## config.mk

```make
export PLATFORM = sky130hd
export DESIGN_NAME = zigzag_reorder_buffer
export DESIGN_NICKNAME = d
export VERILOG_FILES = /design/src/rtl/zigzag_reorder_buffer.sv
export SDC_FILE = /design/constraint.sdc
export NUM_CORES = 1
export LEC_CHECK = 0
export ABC_CLOCK_PERIOD_IN_PS = 4300
export CORE_MARGIN = 1
export CORE_UTILIZATION = 65
export CTS_CLUSTER_SIZE = 20
export DETAILED_ROUTE_END_ITERATION = 8
export DONT_BUFFER_PORTS = 1
export GPL_TIMING_DRIVEN = 0
export PLACE_DENSITY = 0.81
export SLEW_MARGIN = 20
export SYNTH_ARGS = -nofsm -noshare
export SYNTH_HDL_FRONTEND = slang
export SYNTH_SLANG_ARGS = --single-unit
```

## constraint.sdc

```tcl
create_clock -name clk -period 4.3 [get_ports clk]
set_input_delay 0.215 -clock clk [delete_from_list [all_inputs] [get_ports clk]]
set_output_delay 0.215 -clock clk [all_outputs]
set_load 0.05 [all_outputs]
```

## src/rtl/zigzag_reorder_buffer.sv

```systemverilog
// zigzag_reorder_buffer: buffers one 4x4 block of coefficients written in raster
// order and streams it back out in reverse zigzag scan order (high frequency first).
// Optional feature macro: ZIGZAG_PINGPONG_EN (two banks, overlapped fill/drain).
//
// Handshakes: a transfer happens on a rising edge where valid && ready are both
// high; valid never depends on ready, and out_coef/out_idx/out_last are held
// stable while out_valid && !out_ready.
module zigzag_reorder_buffer #(
  parameter int COEF_W = 16
) (
  input  logic              clk,
  input  logic              rst,
  input  logic              in_valid,
  output logic              in_ready,
  input  logic [COEF_W-1:0] in_coef,
  input  logic              in_last,
  output logic              out_valid,
  input  logic              out_ready,
  output logic [COEF_W-1:0] out_coef,
  output logic [3:0]        out_idx,
  output logic              out_last,
  output logic              frame_err
);

  // Scan position -> raster index for the reverse zigzag order.
  function automatic logic [3:0] scan_raster(input logic [3:0] pos);
    logic [3:0] r;
    case (pos)
      4'd0:    r = 4'd15;
      4'd1:    r = 4'd14;
      4'd2:    r = 4'd11;
      4'd3:    r = 4'd7;
      4'd4:    r = 4'd10;
      4'd5:    r = 4'd13;
      4'd6:    r = 4'd12;
      4'd7:    r = 4'd9;
      4'd8:    r = 4'd6;
      4'd9:    r = 4'd3;
      4'd10:   r = 4'd2;
      4'd11:   r = 4'd5;
      4'd12:   r = 4'd8;
      4'd13:   r = 4'd4;
      4'd14:   r = 4'd1;
      default: r = 4'd0;
    endcase
    return r;
  endfunction

  logic [3:0] wr_cnt;
  logic [3:0] rd_cnt;
  logic       wr_fire;
  logic       rd_fire;

  assign wr_fire  = in_valid && in_ready;
  assign rd_fire  = out_valid && out_ready;
  assign out_idx  = rd_cnt;
  assign out_last = (rd_cnt == 4'd15);

  // Sticky framing flag: in_last must coincide with the 16th accepted sample.
  always_ff @(posedge clk) begin
    if (rst) begin
      frame_err <= 1'b0;
    end else if (wr_fire && (in_last != (wr_cnt == 4'd15))) begin
      frame_err <= 1'b1;
    end
  end

`ifdef ZIGZAG_PINGPONG_EN

  logic [COEF_W-1:0] mem [32];
  logic [1:0]        full;
  logic [1:0]        full_next;
  logic              wr_bank;
  logic              rd_bank;
  logic              wr_done;
  logic              rd_done;

  assign in_ready  = !full[wr_bank] && !rst;
  assign out_valid = full[rd_bank] && !rst;
  assign wr_done   = wr_fire && (wr_cnt == 4'd15);
  assign rd_done   = rd_fire && (rd_cnt == 4'd15);
  assign out_coef  = mem[{rd_bank, scan_raster(rd_cnt)}];

  // Bank-full flags; a write can only complete into an empty bank and a read
  // only from a full one, so both updates never target the same bank.
  always_comb begin
    full_next = full;
    if (rd_done) full_next[rd_bank] = 1'b0;
    if (wr_done) full_next[wr_bank] = 1'b1;
  end

  // Counters, bank pointers and full flags.
  always_ff @(posedge clk) begin
    if (rst) begin
      wr_cnt  <= 4'd0;
      rd_cnt  <= 4'd0;
      wr_bank <= 1'b0;
      rd_bank <= 1'b0;
      full    <= 2'b00;
    end else begin
      full <= full_next;
      if (wr_fire) wr_cnt <= wr_cnt + 4'd1;
      if (rd_fire) rd_cnt <= rd_cnt + 4'd1;
      if (wr_done) wr_bank <= ~wr_bank;
      if (rd_done) rd_bank <= ~rd_bank;
    end
  end

  // Coefficient storage, written in raster order into the current write bank.
  always_ff @(posedge clk) begin
    if (wr_fire) mem[{wr_bank, wr_cnt}] <= in_coef;
  end

`else

  typedef enum logic {FILL, DRAIN} state_t;

  logic [COEF_W-1:0] mem [16];
  state_t            state;
  state_t            state_next;

  assign out_coef = mem[scan_raster(rd_cnt)];

  // State register.
  always_ff @(posedge clk) begin
    if (rst) state <= FILL;
    else     state <= state_next;
  end

  // Next state and handshake outputs; both readies are forced low in reset.
  always_comb begin
    state_next = state;
    in_ready   = 1'b0;
    out_valid  = 1'b0;
    case (state)
      FILL: begin
        in_ready = !rst;
        if (in_valid && !rst && (wr_cnt == 4'd15)) state_next = DRAIN;
      end
      DRAIN: begin
        out_valid = !rst;
        if (out_ready && !rst && (rd_cnt == 4'd15)) state_next = FILL;
      end
      default: state_next = FILL;
    endcase
  end

  // Write and read counters; both wrap naturally from 15 to 0.
  always_ff @(posedge clk) begin
    if (rst) begin
      wr_cnt <= 4'd0;
      rd_cnt <= 4'd0;
    end else begin
      if (wr_fire) wr_cnt <= wr_cnt + 4'd1;
      if (rd_fire) rd_cnt <= rd_cnt + 4'd1;
    end
  end

  // Coefficient storage, written in raster order.
  always_ff @(posedge clk) begin
    if (wr_fire) mem[wr_cnt] <= in_coef;
  end

`endif

endmodule

```

# Yosys cells after proc, flatten, opt, wreduce, memory -nomap -nowiden

Memory sizes are Yosys's and may differ from the RTL's. A register that Yosys moved wholly into a read port is not among the register bits.
Index checks and enable logic that the tools add are counted.

Bits in registers: 10
Bits in writable memories: 256
ROM bits: 64
Output and inout bits: 24
Memories kept: 2

Memories:

| memory           | depth | width | read ports | clocked after memory_dff | write ports | RTL line | text |
|---|---|---|---|---|---|---|---|
| mem              | 16    | 16    | 1          | 0                        | 1           | 118      | `logic [COEF_W-1:0] mem [16];` |
| (name not given) | 16    | 4     | 1          | 1                        | 0           | 28       | `case (pos)` |

Add/sub/neg operators: 2
Equal/unequal tests: 3
Muxes and demuxes: 9
Bitwise logic cells: 1
Reductions and logical operators: 8

Operators by type and width:

| kind                                        | count |
|---|---|
| adder 4 x 1 -> 4 bit, second input constant | 2 |
| equality test 4 bit, second input constant  | 2 |
| two-way mux 4 bit                           | 2 |
| logical AND 1 bit                           | 7 |
| two-way mux 1 bit                           | 6 |
| case mux 1 bit (2 select lines)             | 1 |
| zero test 1 bit                             | 1 |
| inequality test 1 bit                       | 1 |
| NOT 1 bit                                   | 1 |

# Logic depth before layout (Yosys ltp)

Gate-level depths: netlist (run 1).

Depth in word-level cells: 5
Depth in mapped cells: 8
Gate-level depth less buffers: 7

# Worst setup path before layout (run 1)

OpenSTA, ideal clock, no wires.

Path kind: reg2reg
Start: register state
End: memory mem[3][0] (enable)
Library setup time: 0.409 ns
Arrival: 2.198 ns
Data required time: 3.891 ns
Setup slack: 1.693 ns
Cell stages (with the launch flop): 5
Buffers on the path: 1
Cell sequence: dfxtp_1 buf_2 nor3b_2 nand2_1 nor3_1

Cells in the longest elaborated chain, start to end: 4

RTL lines:

| what                                    | RTL line | text |
|---|---|---|
| start: declaration                      | 119      | `state_t state;` |
| start signal: assignment                | 127      | `else state <= state_next;` |
| two-way mux 1 bit                       | 135      | `case (state)` |
| logical AND 1 bit                       | 54       | `assign wr_fire = in_valid && in_ready;` |
| two-way mux 1 bit                       | 161      | `if (wr_fire) mem[wr_cnt] <= in_coef;` |
| two-way mux 1 bit (not written as such) | 161      |  |
| end: declaration                        | 118      |  |

No other way between the ends.

==> results of run 1 <==
[worst max-delay path, stage by stage (launching register included)]
cell and delay, ps:
dfxtp_1 310, clkbuf_1 470, buf_1 720, mux4_1 440
mux4_2 650
[stage by stage]
step / power (W) / util (%) / hold slack, ps / std cells
floorplan: 0.00298 / - / 314 / 472
global placement: 0.00299 / 68.7 / 314 / 688
detailed placement: 0.00300 / 70.5 / 314 / 708
CTS: 0.00523 / 76.8 / 53.0 / 773
global route: 0.00532 / 76.8 / 98.3 / 773
finish: 0.00521 / 76.8 / 53.5 / 774
[power groups by stage]
stage / Sequential, W / Clock [W] / Combinational, W
final: 0.00290 / 0.00222 / 0.0000869
after global routing: 0.00290 / 0.00233 / 0.0000920
after CTS: 0.00290 / 0.00224 / 0.0000851
after detailed placement: 0.00296 / 0 / 0.0000404
after global placement: 0.00296 / 0 / 0.0000324
after floorplan: 0.00296 / 0 / 0.0000244
[registers in the layout (all words and copies together), names as in the netlist, named ones only]
name       count
frame_err      1
mem          256
out_idx        4
state          1
wr_cnt         4
[how the worst max path moves through the flow]
stage,depth (start not counted),endpoint,slack [ps],from
global route,4,out_coef[6],840,flip-flop
detailed placement,4,out_coef[8],1550,flip-flop
global placement,4,mem[3][4],360,state
floorplan,4,mem[3][0],1690,state
CTS,4,out_coef[5],930,flip-flop
finish,4,out_coef[5],940,flip-flop
[cells by family (layout without fill, tap and decap cells)]
family	after synthesis	count (layout)	synth area share, %
other cells	0	1	0
flops	270	270	74.6
fa+ha+maj	11	11	1.29
mux	83	83	18.5
xor+xnor	6	6	0.492
buf+inv	33	118	1.80
simple gates	56	56	2.53
compound gates	13	13	0.808
[final cells by class]
cell class              count  area share [%]
clock buffers              35            5.92
repair buffers             39            3.39
plain buffers              23            1.27
well taps                 216            2.21
inverters                  10           0.306
diodes                      1          0.0204
clock inverters            11           0.827
flip-flops and latches    270            65.0
multi-input cells         169            21.0
[cells in the final DEF (no fill, tap or decap), types with 2 or more instances in the layout]
cell type      count
a211oi_1           2
bufinv_16          2
mux4_1            36
nor2b_1            6
clkinv_1           3
or2_2              2
nand2b_1           2
a21oi_1            4
edfxtp_1         256
ha_1              11
buf_1              8
clkbuf_16         27
buf_8              6
clkinv_2           6
nor2_1             9
clkbuf_8           2
mux4_2            45
dfxtp_1           14
xnor2_1            3
mux2i_1            2
buf_2              3
and3_1             2
buf_6             15
nor2_2            12
nand3_1            3
xor2_1             3
nor3_2             4
nand2_1           10
inv_1             10
clkbuf_1          11
nand4_1            4
buf_4              5
dlygate4sd3_1     19
a31oi_1            2
[repair_timing]
action | CTS | global route
endpoints found under the hold margin | 259 | 0
hold buffers | 19 | 0
buffers inserted | 0 | 0
[metal layers]
layer	share of wire, %	track usage, %	routed length, µm	up-vias
li1	-	-	-	2142
met1	36	39.0	8710	2742
met2	52	52.4	12700	319
met3	8.4	5.82	2040	63
met4	3.6	12.6	878	0
met5	0	0	0	-
==> summary.md, run 1 <==
• 425 nW/µm² — power density of the placed cells
• 67.0% — Initial Utilization
• 3140 ps — Arrival @ worst endpoint
• 17 — largest net degree at the start of global routing
• 15900 µm² — area of the placeable core
• 944 ps — setup slack of the critical path after layout
• edfxtp_1 72%, mux4_2 9.5%, mux4_1 8.9% — top area cells in the synthesized netlist
• 0 — total global routing overflow
• state — launch instance of the worst register-to-register path
• 12300 µm² — Final Instance Area
• 31.4 µm — routed wirelength normalized by instance count
• edfxtp_1 — Synth area leader
• flip-flop — CP startpoint kind
• 0.000993 W — power spent charging and discharging nets
• 1.7% — share of power burned in combinational logic
• 0.00422 W — internal cell power
• 3 — Hold Crit Depth
• 0 — warnings from Yosys
• 3 — Max Root-Sink Buffers
• 2580 µm² — combined area of the multi-input logic cells
• reg2out — type of the setup path with the least slack
• 571 — net count of the finished layout
• false — unrepaired setup endpoints after global routing
• 0% — Synth async-reset ratio
• 130 µm — die width
• 3360 ps — Tmin final
• 71.9% — share of Yosys cell area claimed by the top area cell type
• 10 — worst-path fanout max
• 530 ps — latest clock arrival within the worst-skew pair
• 0 — post-route antenna net violation count
• 7970 µm² — Storage cell area
• 586 — number of DRC markers in iteration 0
• edfxtp_1 — most numerous cell in the Yosys netlist
• 26 — number of clock buffers inserted by TritonCTS
• 17000 µm² — area of the die
• 1 — H-tree depth reported by CTS
• 5 — number of iterations in the first detailed-routing pass
• completed — status
• 0 — DRC violations left
• 0 — setup violation total in the final timing report
• 18.1 ps — worst clock skew on the final layout
• 14.1 mm — DP Wirelength
• 55.8% — sequential fraction of design power
• 34 — library cells used by synthesis
• 14.6% — relative area change from synthesis to final layout
• 35.0 mm — wire length of the first global-routing pass
• 0 — final hold violation count
• 30.6% — global-route total usage across every layer
• 256 x edfxtp_1, 45 x mux4_2, 36 x mux4_1, 21 x nor2_1, 14 x dfxtp_1 — most common library cells after synthesis
• clkbuf_16 — Clock Root Buffer
• 37.9% — Worst slew margin
• edfxtp_1 — flip-flop cell with the highest count after synthesis
• 24.3 mm — total wire length
• 130 µm — vertical die dimension
• out_ready — Hold Crit Start
• 270 — flip-flop and latch count after synthesis
• 0 — Max-Cap Viols
• 270 — number of sinks on the clock net
• 5266 — vias
• in2reg — path class of the lowest-slack min-delay path
• 930 ps — worst slew pin tran
• 78.0% — final clock period utilization by the worst path
• 11200 µm² — area after detailed placement
• 19.1% — Switching Share
• 0 ps — Final TNS setup
• 23.5% — share of post-route cells with drive strength above 1
• 1760 ps — register-to-register setup slack
• 45 — Top-Level Pins
• 22.6 µm² — Avg Cell Area, Syn
• 0 — Pins Over Slew Limit
• 504 — Mapped Nets
• 0.792 — global placement routability congestion
• 4090 ps — CP required
• 796 — count of fill cells added during filler insertion
• mem[3][8] — Critical R2R Capture
• output pin — endpoint kind of the worst setup timing path
• 6.80 — vias per std cell
• 256 — number of synthesized flops with an enable pin
• yes — clock tree from TritonCTS
• 1550 ps — worst slack at placement
• 10700 µm² — netlist area before placement
• 0 — I/O Buffers
• 60 ps — clk slew on worst S/H paths
• 4.20 nW — leakage power
• 0 — post-cts sizing count
• 0.313 mV — Worst IR Drop VDD
• 42.6% — clock power share
• 5405 — number of global-route vias before repair
• 46 — floorplan row count
• 74.6% — Seq/Total Area, Yosys
• out_idx[0] — Worst Hold Path EP
• 0 — number of antenna violations at the first check in global routing
• 472 — Synth Instances
• 6 — number of cells traversed by the worst register-to-register path
• 0.298 GHz — highest clock rate
Power figures use the tool's default switching activity.
==> inputs of run 2 (changes only) <==
Settings changed: ABC_CLOCK_PERIOD_IN_PS 4300 to 3100, CORE_UTILIZATION 65 to 63, PLACE_DENSITY 0.81 to 0.79.
Clock period 4.3 ns to 3.1 ns, I/O delays scaled along.
==> summary.md, run 2 (same netlist as run 1, synthesis figures left out) <==
• mux4_2 — Critical-path top delay cell
• 18.0 ps — worst clock skew on the final layout, -0.0993 ps
• 0 — post-route antenna net violation count, unchanged
• 0 — setup violation total in the final timing report, unchanged
• 32.5 mm — wire length of the first global-routing pass, -7.1%
• 0 — I/O Buffers, unchanged
• 1.6% — share of power burned in combinational logic, about the same
• in2reg — path class of the lowest-slack min-delay path
• 14.5% — relative area change from synthesis to final layout
• 47 — floorplan row count, +2.2%
• 3 — Max Root-Sink Buffers, unchanged
• 0 — DRC violations left, unchanged
• 94.5% — final clock period utilization by the worst path
• 0.806 — global placement routability congestion, +1.8%
• 45 — Top-Level Pins, unchanged
• 0 — number of antenna violations at the first check in global routing, unchanged
• 14.0 mm — DP Wirelength, -0.59%
• 6.44 — vias per std cell, -5.4%
• 19.3% — Switching Share, +0.23 points
• 4.20 nW — leakage power, -0.17%
• 60 ps — clk slew on worst S/H paths, about the same
• output pin — endpoint kind of the worst setup timing path
• 26.3% — global-route total usage across every layer, -4.3 points
• 132 µm — vertical die dimension, +1.6%
• mem[3][1] — Critical R2R Capture
• yes — clock tree from TritonCTS
• 5001 — vias, -5.0%
• 16600 µm² — area of the placeable core, +4.0%
• 0 — Pins Over Slew Limit, unchanged
• 37.9% — Worst slew margin, about the same
• 21.7 mm — total wire length, -11%
• 10 — worst-path fanout max, unchanged
• 6 — number of cells traversed by the worst register-to-register path, unchanged
• 4 — number of iterations in the first detailed-routing pass, -1
• 2930 ps — Tmin final
• 26 — number of clock buffers inserted by TritonCTS, unchanged
• clkbuf_1 -> buf_2 -> mux4_1 -> mux4_2 — worst path cell trace
• 0.342 GHz — highest clock rate
• 0 — Ant. Diodes, -1
• mem — register name with the most flops
• 2940 ps — CP required, -1150 ps
• edfxtp_1 — most common cell after layout, fill and taps aside
• 0 — post-CTS setup-driven buffer insertion count, unchanged
• 256 — max reg flops, unchanged
• 0.00576 W — internal cell power, +37%
• flip-flop — CP startpoint kind
• 64.4% — Initial Utilization, -2.6 points
• out_ready — Hold Crit Start
• 0 — final hold violation count, unchanged
• 511 — number of DRC markers in iteration 0, -13%
• 24.8% — share of post-route cells with drive strength above 1, +1.3 points
• 0.00713 W — total power after layout, +37%
• 17 — largest net degree at the start of global routing, unchanged
• 0.484 mV — Worst IR Drop VDD, +55%
• 929 ps — worst slew pin tran, -0.422 ps
• 0 — Max-Cap Viols, unchanged
• 17500 µm² — area of the die, +3.1%
• 132 µm — die width, +1.6%
• 2 — critical path buffer and inverter count, unchanged
• multiplexers — family with the most delay on the worst path
• 270 — number of sinks on the clock net, unchanged
• 3 — Hold Crit Depth, unchanged
• 583 nW/µm² — power density of the placed cells, +37%
• 256 x edfxtp_1, 45 x mux4_2, 36 x mux4_1 — most used cells in the layout excluding fill and tap cells
• 41.9% — clock power share, -0.7 points
• 0.00138 W — power spent charging and discharging nets, +39%
• 660 ps — Largest stage delay, worst path, -60 ps
• 0 — total global routing overflow, unchanged
• 0 ps — Final TNS setup, unchanged
• completed — status
• 530 ps — register-to-register setup slack, -1230 ps
• 28.0 µm — routed wirelength normalized by instance count, -11%
• false — unrepaired setup endpoints after global routing
• 2770 ps — Arrival @ worst endpoint, -370 ps
• 5289 — number of global-route vias before repair, -2.1%
• 540 ps — latest clock arrival within the worst-skew pair, about the same
• state — launch instance of the worst register-to-register path
• reg2out — type of the setup path with the least slack
• clkbuf_16 — Clock Root Buffer
• 1 — H-tree depth reported by CTS, unchanged
• 570 — net count of the finished layout, -0.18%
• out_idx[3] — Worst Hold Path EP
• 910 — count of fill cells added during filler insertion, +14%
• 56.5% — sequential fraction of design power, +0.7 points
==> run 2: worst max path at each step <==
stage | start | end | slack [ps] | cells past startpoint
3_5_place_dp | flip-flop | out_coef[4] | 390 | 4
2_1_floorplan | state | mem[3][0] | 490 | 4
6_report | flip-flop | out_coef[6] | 170 | 4
4_1_cts | flip-flop | out_coef[8] | 150 | 4
5_1_grt | flip-flop | out_coef[6] | 80 | 4
3_3_place_gp | state | mem[3][1] | -750 | 4
==> run 2: power groups by stage <==
stage / clock network, W / logic, W / registers [W]
3_5_place_dp: 0 / 0.0000543 / 0.00411
4_1_cts: 0.00301 / 0.000117 / 0.00403
2_1_floorplan: 0 / 0.0000338 / 0.00410
3_3_place_gp: 0 / 0.0000442 / 0.00410
6_report: 0.00299 / 0.000118 / 0.00403
5_1_grt: 0.00315 / 0.000127 / 0.00403
==> run 2: final cells by class <==
class                           instances  area [µm²]  share of cell area, %
Multi-Input combinational cell        169        2580                   21.1
Inverter                               10        37.5                  0.307
Tap cell                              220         275                   2.25
Clock buffer                           30         666                   5.44
Timing Repair Buffer                   38         404                   3.30
Clock inverter                         17         144                   1.18
Sequential cell                       270        7970                   65.1
Buffer                                 23         163                   1.33
==> run 2: worst register-to-register path: cells and delay by family, from the launching register on <==
kind	cells	cell delay (ps)
and+or+nand+nor	3	1320
buffers and inverters	3	650
DFF	1	290
==> run 2: per-layer routing <==
| layer | global-route usage (%) | share of wire (%) | vias to the layer above | wire length (µm) |
|---|---|---|---|---|
| met2 | 45.3 | 52 | 237 | 11300 |
| met1 | 34.7 | 38 | 2590 | 8170 |
| li1 | - | - | 2139 | - |
| met4 | 7.66 | 2.2 | 0 | 485 |
| met5 | 0 | 0 | - | 0 |
| met3 | 5.19 | 8.3 | 35 | 1810 |
==> run 2: per-stage QoR <==
stage | util [%] | hold WS, ps | worst slack, ps | area [µm²] | std cells
detailed placement | 67.7 | 254 | 390 | 11200 | 711
global placement | 66.1 | 255 | -752 | 11000 | 692
global route | 73.8 | 34.7 | 79.1 | 12200 | 777
floorplan | - | 254 | 493 | 10700 | 472
CTS | 73.8 | 6.34 | 151 | 12200 | 777
finish | 73.8 | 16.2 | 172 | 12200 | 777
==> run 2: repair_timing <==
| item | 4_1_cts | 5_1_grt |
|---|---|---|
| endpoints found under the hold margin | 259 | 0 |
| setup endpoints to repair | 16 | 0 |
| hold buffers | 19 | 0 |
| gates resized for setup | 6 | 0 |
